## src/rtl/contadores_pkg.sv

```systemverilog
// Shared types and default widths for the counter readout sequencer.
package contadores_pkg;

  localparam int CNT_AW = 6;
  localparam int CNT_CW = 4;

  typedef enum logic [2:0] {
    IDLE  = 3'd0,
    READ  = 3'd1,
    WAIT  = 3'd2,
    SEND  = 3'd3,
    CLEAR = 3'd4,
    DONE  = 3'd5
  } scan_state_t;

  typedef struct packed {
    logic [CNT_AW-1:0] adress;
    logic [CNT_CW-1:0] count;
  } scan_rec_t;

endpackage

```

## src/rtl/contadores_scan.sv

```systemverilog
// Counter RAM readout sequencer: sweeps every address, streams {address, count}
// records, optionally clears each entry. Optional build macro: CONTADORES_SKIP_ZERO_EN.
module contadores_scan
  import contadores_pkg::*;
#(
  parameter int AW = CNT_AW,
  parameter int CW = CNT_CW
) (
  input  logic             clk,
  input  logic             gen_reset_n,
  input  logic             start,
  input  logic             clear_on_read,
  output logic [AW-1:0]    ram_adress,
  output logic             ram_count_read,
  output logic             ram_write_enable,
  output logic             ram_count_reset,
  input  logic [CW-1:0]    ram_count_out,
  output logic             out_valid,
  input  logic             out_ready,
  output logic [AW-1:0]    out_adress,
  output logic [CW-1:0]    out_count,
  output logic             busy,
  output logic             done,
  output logic [AW+CW-1:0] total,
  output logic [CW-1:0]    max_count
);

  localparam logic [AW-1:0] ADDR_LAST = '1;

  scan_state_t       state_q, state_d;
  logic [AW-1:0]     addr_q, addr_d;
  logic              clr_q, clr_d;
  logic [CW-1:0]     cnt_q, cnt_d;
  logic [CW-1:0]     max_q, max_d;
  logic [AW+CW-1:0]  total_q, total_d;
  logic              advance;
  logic              skip_zero;

  function automatic logic [CW-1:0] max_sel(input logic [CW-1:0] a,
                                            input logic [CW-1:0] b);
    return (a > b) ? a : b;
  endfunction

`ifdef CONTADORES_SKIP_ZERO_EN
  assign skip_zero = (ram_count_out == '0);
`else
  assign skip_zero = 1'b0;
`endif

  always_comb begin
    state_d = state_q;
    addr_d  = addr_q;
    clr_d   = clr_q;
    cnt_d   = cnt_q;
    max_d   = max_q;
    total_d = total_q;
    advance = 1'b0;

    case (state_q)
      IDLE: begin
        if (start) begin
          addr_d  = '0;
          total_d = '0;
          max_d   = '0;
          clr_d   = clear_on_read;
          state_d = READ;
        end
      end
      READ:  state_d = WAIT;
      WAIT: begin
        cnt_d   = ram_count_out;
        total_d = total_q + {{AW{1'b0}}, ram_count_out};
        max_d   = max_sel(max_q, ram_count_out);
        if (skip_zero) advance = 1'b1;
        else           state_d = SEND;
      end
      SEND: begin
        if (out_ready) begin
          if (clr_q) state_d = CLEAR;
          else       advance = 1'b1;
        end
      end
      CLEAR: advance = 1'b1;
      DONE:  state_d = IDLE;
      default: state_d = IDLE;
    endcase

    // Step to the next entry; the sweep stops at the last address, never wraps
    if (advance) begin
      if (addr_q == ADDR_LAST) begin
        state_d = DONE;
      end else begin
        addr_d  = addr_q + 1'b1;
        state_d = READ;
      end
    end
  end

  always_ff @(posedge clk or negedge gen_reset_n) begin
    if (!gen_reset_n) begin
      state_q <= IDLE;
      addr_q  <= '0;
      clr_q   <= 1'b0;
      cnt_q   <= '0;
      max_q   <= '0;
      total_q <= '0;
    end else begin
      state_q <= state_d;
      addr_q  <= addr_d;
      clr_q   <= clr_d;
      cnt_q   <= cnt_d;
      max_q   <= max_d;
      total_q <= total_d;
    end
  end

  // Outputs decode straight from state so a reset zeroes them immediately
  always_comb begin
    ram_adress       = addr_q;
    ram_count_read   = (state_q == READ);
    ram_write_enable = (state_q == CLEAR);
    ram_count_reset  = (state_q == CLEAR);
    out_valid        = (state_q == SEND);
    out_adress       = (state_q == SEND) ? addr_q : '0;
    out_count        = (state_q == SEND) ? cnt_q : '0;
    busy             = (state_q != IDLE);
    done             = (state_q == DONE);
    total            = total_q;
    max_count        = max_q;
  end

endmodule

```

## config.mk

```make
export PLATFORM = sky130hd
export DESIGN_NAME = contadores_scan
export DESIGN_NICKNAME = d
export VERILOG_FILES = /design/src/rtl/contadores_pkg.sv /design/src/rtl/contadores_scan.sv
export SDC_FILE = /design/constraint.sdc
export NUM_CORES = 1
export LEC_CHECK = 0
export ABC_CLOCK_PERIOD_IN_PS = 2700
export BUFFER_PORTS_ARGS = -buffer_cell sky130_fd_sc_hd__buf_4
export CORE_UTILIZATION = 56
export CTS_CLUSTER_DIAMETER = 30
export DETAILED_ROUTE_END_ITERATION = 6
export PLACE_DENSITY = 0.93
export SYNTH_ARGS = -nofsm -noshare
export SYNTH_HDL_FRONTEND = slang
export SYNTH_SLANG_ARGS = --single-unit
```

## constraint.sdc

```tcl
create_clock -name clk -period 2.7 [get_ports clk]
set_input_delay 0.675 -clock clk [delete_from_list [all_inputs] [get_ports clk]]
set_output_delay 0.675 -clock clk [all_outputs]
set_load 0.1 [all_outputs]
```

==> reports/summary.log, run 1 <==
qor: detailed_routing.num_vias 1489
qor: yosys.synth_edf_count 0
qor: clock_network.ctsLongestPathBuffers 2
qor: clock_network.htreeDepth 1
qor: global_route.initial_antenna_violation_count 0
qor: detailed_routing.detailroute.wirelength.met3 185 um
qor: global_route.largest_net_degree_at_the_start_of_global_routing 29
qor: yosys.yosys.cell_types.count 45
qor: yosys.synthCells 170
qor: cells_and_area.area_growth 23.6%
qor: floorplan.fp.dieH 56.3 um
qor: setup_path.crit_fanout 9
qor: global_route.total_global_routing_track_utilization 26.8%
qor: floorplan.floorplan.die_area 3170 um^2
qor: sta.finalSetupViolCount 0
qor: yosys.synth.avg_cell_area 9.71 um^2
qor: yosys.synth.ff_latch_count 28
qor: detailed_routing.detailedRoute.firstPassIterationCount 4
qor: sta.clock_skew 0.00675 ns
qor: place.finalWeightedCongestion 0.855
qor: hold_path.timing.hold.worst.class in -> async
qor: sta.fmaxAchievable 400 MHz
qor: setup_path.worstPathRequired 2.03 ns
qor: detailed_routing.final_antenna_net_count 0
qor: clock_network.tritoncts_clock_tree yes
qor: detailed_routing.top_metal_used met4
qor: setup_path.critical_path_arrival 1.83 ns
qor: yosys.synthTopCellsByArea sky130_fd_sc_hd__dfrtp_1, sky130_fd_sc_hd__ha_1, sky130_fd_sc_hd__and2_1, sky130_fd_sc_hd__mux2i_1, sky130_fd_sc_hd__nand2_1
qor: yosys.syn-cell-area 1650 um^2
qor: sta.max_slew.worst_pin.slew 0.449 ns
qor: yosys.yosys-top-cells-count sky130_fd_sc_hd__dfrtp_1, sky130_fd_sc_hd__nand2_1, sky130_fd_sc_hd__and2_1, sky130_fd_sc_hd__inv_1, sky130_fd_sc_hd__o21ai_0
qor: sta.layout_worst_path_cycle_share 92.6%
qor: sta.report.final.hold_viol_count 0
qor: cells_and_area.nets 232
qor: yosys.synth_top_area_cell sky130_fd_sc_hd__dfrtp_1
qor: clock_network.cts_buffers 3
qor: sta.tns 0 ns
qor: sta.fin_crit 2.50 ns
qor: detailed_routing.dr_wl_met2 2150 um
qor: yosys.ys_dominant_reg_cell sky130_fd_sc_hd__dfrtp_1
qor: yosys.synth_top_area_share 42.5%
qor: clock_network.post_cts_buffers 0
qor: floorplan.die_width 56.3 um
qor: floorplan.core_region_area 2780 um^2
qor: clock_network.ctsRootBufferMaster sky130_fd_sc_hd__clkbuf_4
qor: detailed_routing.drt-vias-per-instance 6.13
qor: sta.rsz0062_at_grt false
qor: run_status.result_of_the_run completed
qor: cells_and_area.drive_gt1_share 33.5%
qor: place.dp.final_hpwl 2970 um
qor: yosys.yosys.cell_count.top_type sky130_fd_sc_hd__dfrtp_1
qor: global_route.grt_pass1_vias 1430
qor: setup_path.worst_setup_path_start_kind register
qor: global_route.overflow 0
qor: setup_path.crit_chain nand2b_1 -> nor2_2 -> buf_4 -> and2_2 -> buf_4
qor: floorplan.fp-row-count 19
qor: detailed_routing.detail_route.drc_violations 0
qor: sta.drv_slew 0
qor: cells_and_area.antennaDiodeCount 0
qor: run.max_cap_violations 0
qor: setup_path.worstSetupEndpointType output port
qor: setup_path.worstRegToRegCells 4
qor: sta.relSlewSlack 70.0%
qor: clock_network.cts.reportedPaths.clkPinSlew 0.16 ns
qor: setup_path.criticalPathCategory reg -> out
qor: clock_network.clk-insertion-delay-late 0.33 ns
qor: sta.hold_slack 0.224 ns
qor: yosys.async_reset_ff_share 100%
qor: yosys.ys_seq_area_share 42.5%
qor: clock_network.clock_sinks 28
qor: yosys.ys_warn_count 0
qor: detailed_routing.routed_wl 4030 um
qor: setup_path.max_stage_delay 0.51 ns
qor: floorplan.i_o_pins 45
qor: place.port_buffers 44
qor: setup_path.cp_slowest_cell sky130_fd_sc_hd__dfrtp_1
qor: detailed_routing.initialDrtViolationCount 73
qor: detailed_routing.wire_length_per_cell 16.6 um
qor: cells_and_area.finish.utilization 73.3%
qor: global_route.grt_first_pass_wirelength 6600 um
qor: yosys.synth.net_count 189
qor: detailed_routing.detail_route.wirelength.met1 1610 um
qor: floorplan.initial_core_util 59.3%
qor: setup_path.critPathMostFrequentCell sky130_fd_sc_hd__buf_4
## what timing repair did
item | 4_1_cts | 5_1_grt
endpoints found under the hold margin | 0 | 0
setup endpoints to repair | 0 | 6
hold buffers | 0 | 0
gates resized for setup | 0 | 3
## placed cells by master, fill, tap and decap left out, types with 2 or more instances in the layout
cell type                  count
sky130_fd_sc_hd__buf_4        46
sky130_fd_sc_hd__dfrtp_1      26
sky130_fd_sc_hd__nand2_1      16
sky130_fd_sc_hd__inv_1        12
sky130_fd_sc_hd__o21ai_0      11
sky130_fd_sc_hd__nand3_1       9
sky130_fd_sc_hd__and2_2        9
sky130_fd_sc_hd__ha_1          9
sky130_fd_sc_hd__nor2_1        6
sky130_fd_sc_hd__mux2i_1       6
sky130_fd_sc_hd__a21o_1        5
sky130_fd_sc_hd__o211ai_1      4
sky130_fd_sc_hd__a21oi_1       4
sky130_fd_sc_hd__mux2_2        4
sky130_fd_sc_hd__nand4_1       3
sky130_fd_sc_hd__and2_1        3
sky130_fd_sc_hd__clkbuf_4      3
sky130_fd_sc_hd__and3_1        2
sky130_fd_sc_hd__nand3b_1      2
sky130_fd_sc_hd__nand2b_1      2
sky130_fd_sc_hd__nor3b_2       2
sky130_fd_sc_hd__a211oi_1      2
sky130_fd_sc_hd__dfrtp_2       2
## stage by stage
| stage | std cells | setup WS [ns] | area, um^2 |
|---|---|---|---|
| 3_3_place_gp | 239 | 0.523 | 2000 |
| 2_1_floorplan | 170 | 0.0912 | 1670 |
| 3_5_place_dp | 239 | 0.461 | 2000 |
| 5_1_grt | 243 | 0.0736 | 2040 |
| 6_report | 243 | 0.199 | 2040 |
| 4_1_cts | 243 | 0.104 | 2030 |
## sequential cells by signal, indices dropped and copies added (netlist names)
| signal | count |
|---|---|
| total | 10 |
| max_count | 4 |
| clr_q | 1 |
| ram_adress | 6 |
| state_q | 3 |
| cnt_q | 4 |
## final cells by class
class | instances | area, um^2
clock buffer | 4 | 36.3
fill | 195 | 742
inverter | 12 | 45.0
multi-input combinational | 122 | 871
sequential | 28 | 703
tap | 31 | 38.8
timing repair buffer | 46 | 345
## cells by family (layout without fill, tap and decap cells)
family | Yosys count | after routing | share of synthesized area [%]
flip-flops | 28 | 28 | 42.5
multiplexers | 10 | 10 | 6.37
AO/OA/AOI/OAI | 35 | 35 | 13.9
XOR/XNOR | 2 | 2 | 1.06
buffers and inverters | 20 | 62 | 6.22
AND/OR/NAND/NOR | 65 | 65 | 22.0
adder cells (fa/ha/maj) | 10 | 10 | 8.04
## metal layers
| metal | track usage, % | up-vias |
|---|---|---|
| met1 | 32.6 | 736 |
| met4 | 10.8 | 0 |
| met5 | 0 | - |
| met2 | 48.1 | 56 |
| met3 | 3.23 | 10 |
| li1 | - | 687 |
## critical path, delay by kind of cell (launching register included)
kind,cells,cell delay [ns]
buffers and inverters,2,0.45
DFF,1,0.51
and+or+nand+nor,3,0.54
## worst paths after layout
path	startpoint	end	slack (ns)
setup / recovery	state_q[2]$_DFFE_PN0P_	out_adress[2]	0.20
hold / removal	gen_reset_n	ram_adress[4]$_DFF_PN0_	0.22
min in group clk	cnt_q[3]$_DFFE_PN0P_	cnt_q[3]$_DFFE_PN0P_	0.50
setup reg to reg	state_q[2]$_DFFE_PN0P_	ram_adress[5]$_DFF_PN0_	0.78
max in group asynchronous	gen_reset_n	state_q[1]$_DFFE_PN0P_	2.18
hold reg to reg	cnt_q[3]$_DFFE_PN0P_	cnt_q[3]$_DFFE_PN0P_	0.50
Power of run 1 is left out: the tool's default activity adds up to more than one toggle a clock period on the data nets, which glitch-free logic cannot reach.
==> run 2: changes to the inputs <==
--- a/config.mk
+++ b/config.mk
@@ -10,7 +10,8 @@
 export CORE_UTILIZATION = 56
 export CTS_CLUSTER_DIAMETER = 30
 export DETAILED_ROUTE_END_ITERATION = 6
-export PLACE_DENSITY = 0.93
+export PLACE_DENSITY = 0.83
+export SETUP_SLACK_MARGIN = 0.5
 export SYNTH_ARGS = -nofsm -noshare
 export SYNTH_HDL_FRONTEND = slang
 export SYNTH_SLANG_ARGS = --single-unit
==> reports/summary.log, run 2 (synthesis gave the netlist of run 1 again) <==
qor: run_status.result_of_the_run completed [unchanged]
qor: place.detailedPlace.worstSlack 0.455 ns [was 0.461 ns]
qor: clock_network.ctsLongestPathBuffers 2 [unchanged]
qor: cells_and_area.antennaDiodeCount 0 [unchanged]
qor: sta.relSlewSlack 69.6% [was 70.0%]
qor: cells_and_area.finish.utilization 84.8% [was 73.3%]
qor: global_route.largest_net_degree_at_the_start_of_global_routing 29 [unchanged]
qor: detailed_routing.initialDrtViolationCount 41 [was 73]
qor: setup_path.critical_path_arrival 1.56 ns [was 1.83 ns]
qor: place.numPlacedInstances 239 [unchanged]
qor: sta.report.final.hold_viol_count 0 [unchanged]
qor: detailed_routing.wire_length_per_cell 17.0 um [was 16.6 um]
qor: setup_path.worstPathRequired 2.03 ns [about the same]
qor: setup_path.worstSetupEndpointType output port [unchanged]
qor: global_route.grt_pass1_vias 1476 [was 1430]
qor: hold_path.timing.hold.worst.class in -> async [unchanged]
qor: run.max_cap_violations 0 [unchanged]
qor: floorplan.floorplan.die_area 3170 um^2 [unchanged]
qor: sta.rsz0062_at_grt true [was false]
qor: global_route.overflow 0 [unchanged]
qor: sta.finalWorstSetupSlack 0.461 ns [was 0.199 ns]
qor: detailed_routing.routed_wl 4310 um [was 4030 um]
qor: place.dp.final_hpwl 2770 um [was 2970 um]
qor: floorplan.fp-row-count 19 [unchanged]
qor: clock_network.cts.reportedPaths.clkPinSlew 0.16 ns [about the same]
qor: place.finalWeightedCongestion 0.799 [was 0.855]
qor: floorplan.initial_core_util 59.3% [unchanged]
qor: setup_path.criticalPathCategory reg -> out [unchanged]
qor: sta.layout_worst_path_cycle_share 82.9% [was 92.6%]
qor: clock_network.cts_buffers 3 [unchanged]
qor: cells_and_area.stdcell_count 254 [was 243]
qor: global_route.grt_first_pass_wirelength 7180 um [was 6600 um]
qor: floorplan.core_region_area 2780 um^2 [unchanged]
qor: floorplan.die_width 56.3 um [unchanged]
qor: sta.max_slew.worst_pin.slew 0.451 ns [was 0.449 ns]
qor: place.port_buffers 44 [unchanged]
qor: floorplan.fp.dieH 56.3 um [unchanged]
qor: clock_network.clk-insertion-delay-late 0.34 ns [was 0.33 ns]
qor: cells_and_area.highest_count_cells_in_the_layout_ignoring_fill_and_taps sky130_fd_sc_hd__buf_4, sky130_fd_sc_hd__dfrtp_1, sky130_fd_sc_hd__nand2_1 [unchanged]
qor: clock_network.clock_sinks 28 [unchanged]
qor: global_route.initial_antenna_violation_count 0 [unchanged]
qor: sta.finalSetupViolCount 0 [unchanged]
qor: sta.drv_slew 0 [unchanged]
qor: clock_network.htreeDepth 1 [unchanged]
qor: cells_and_area.fillerInstances 147 [was 195]
qor: cells_and_area.most_common_library_cell_in_the_layout_ignoring_fill_and_taps sky130_fd_sc_hd__buf_4 [unchanged]
qor: cells_and_area.nets 243 [was 232]
qor: cells_and_area.largest_register_ffs 10 [unchanged]
qor: sta.clock_skew 0.00388 ns [was 0.00675 ns]
qor: setup_path.worst_setup_path_start_kind register [unchanged]
qor: floorplan.i_o_pins 45 [unchanged]
qor: setup_path.worstRegToRegCells 6 [was 4]
qor: detailed_routing.final_antenna_net_count 0 [unchanged]
qor: detailed_routing.detail_route.drc_violations 0 [unchanged]
qor: cells_and_area.multi_input_area 917 um^2 [was 871 um^2]
qor: sta.fmaxAchievable 447 MHz [was 400 MHz]
qor: cells_and_area.area_growth 42.9% [was 23.6%]
qor: global_route.total_global_routing_track_utilization 29.8% [was 26.8%]
qor: cells_and_area.drive_gt1_share 41.3% [was 33.5%]
qor: detailed_routing.detailedRoute.firstPassIterationCount 5 [was 4]
qor: clock_network.tritoncts_clock_tree yes [unchanged]
qor: clock_network.ctsRootBufferMaster sky130_fd_sc_hd__clkbuf_4 [unchanged]
qor: clock_network.ctsHoldBuffers 0 [unchanged]
qor: cells_and_area.sequential_cell_area 708 um^2 [was 703 um^2]
qor: detailed_routing.drt-vias-per-instance 5.93 [was 6.13]
qor: sta.fin_crit 2.24 ns [was 2.50 ns]
qor: sta.tns 0 ns [unchanged]
qor: detailed_routing.num_vias 1505 [was 1489]
qor: setup_path.crit_fanout 4 [was 9]
-- run 2: changes by cell type in the layout (fill, tap and decap cells not counted), moves of 2 or more --
cell	delta
sky130_fd_sc_hd__buf_4	-7
sky130_fd_sc_hd__inv_1	-2
sky130_fd_sc_hd__and2_4	+10
sky130_fd_sc_hd__buf_12	+13
sky130_fd_sc_hd__and2_2	-9
sky130_fd_sc_hd__dfrtp_2	+4
sky130_fd_sc_hd__buf_6	+5
sky130_fd_sc_hd__dfrtp_1	-4
-- run 2: worst paths after layout --
| kind | startpoint | end | slack, ns |
|---|---|---|---|
| setup reg to reg | state_q[2]$_DFFE_PN0P_ | ram_adress[5]$_DFF_PN0_ | 0.69 |
| setup / recovery | state_q[0]$_DFFE_PN0P_ | ram_count_reset | 0.46 |
| max in group asynchronous | gen_reset_n | state_q[0]$_DFFE_PN0P_ | 2.19 |
| hold / removal | gen_reset_n | ram_adress[3]$_DFF_PN0_ | 0.22 |
| hold reg to reg | total[9]$_DFFE_PN0P_ | total[9]$_DFFE_PN0P_ | 0.49 |
| min in group clk | total[9]$_DFFE_PN0P_ | total[9]$_DFFE_PN0P_ | 0.49 |
-- run 2: metrics by stage --
stage,cell area (um^2),hold WS (ns)
floorplan,1720,0.379
global placement,2030,0.454
detailed placement,2030,0.467
CTS,2320,0.235
global route,2360,0.231
finish,2360,0.216
-- run 2: what timing repair did --
item,4_1_cts,5_1_grt
resized for setup,48,6
endpoints found under the setup margin,15,16
cloned,1,0
pin swaps,2,4
buffers inserted,8,2
endpoints found under the hold margin,0,0
-- run 2: per-layer routing --
metal / GRT usage, % / vias up / routed length, um
met5: 0 / - / 0
met4: 12.9 / 0 / 134
met3: 5.76 / 16 / 228
met2: 48.1 / 57 / 2230
met1: 39.1 / 723 / 1720
li1: - / 709 / -
-- run 2: layout make-up --
class / instances / share of cell area, %
Sequential cell: 28 / 30.0
Clock buffer: 4 / 1.54
Timing Repair Buffer: 57 / 25.8
Multi-Input combinational cell: 122 / 38.9
Inverter: 12 / 2.07
Tap cell: 31 / 1.64
-- run 2: worst max-delay path: stages, from the launching register on --
cell and delay [ns]:
sky130_fd_sc_hd__dfrtp_2 0.47, sky130_fd_sc_hd__or3b_4 0.43, sky130_fd_sc_hd__clkinvlp_4 0.14, sky130_fd_sc_hd__buf_12 0.18
Power of run 2 is left out for the same reason.
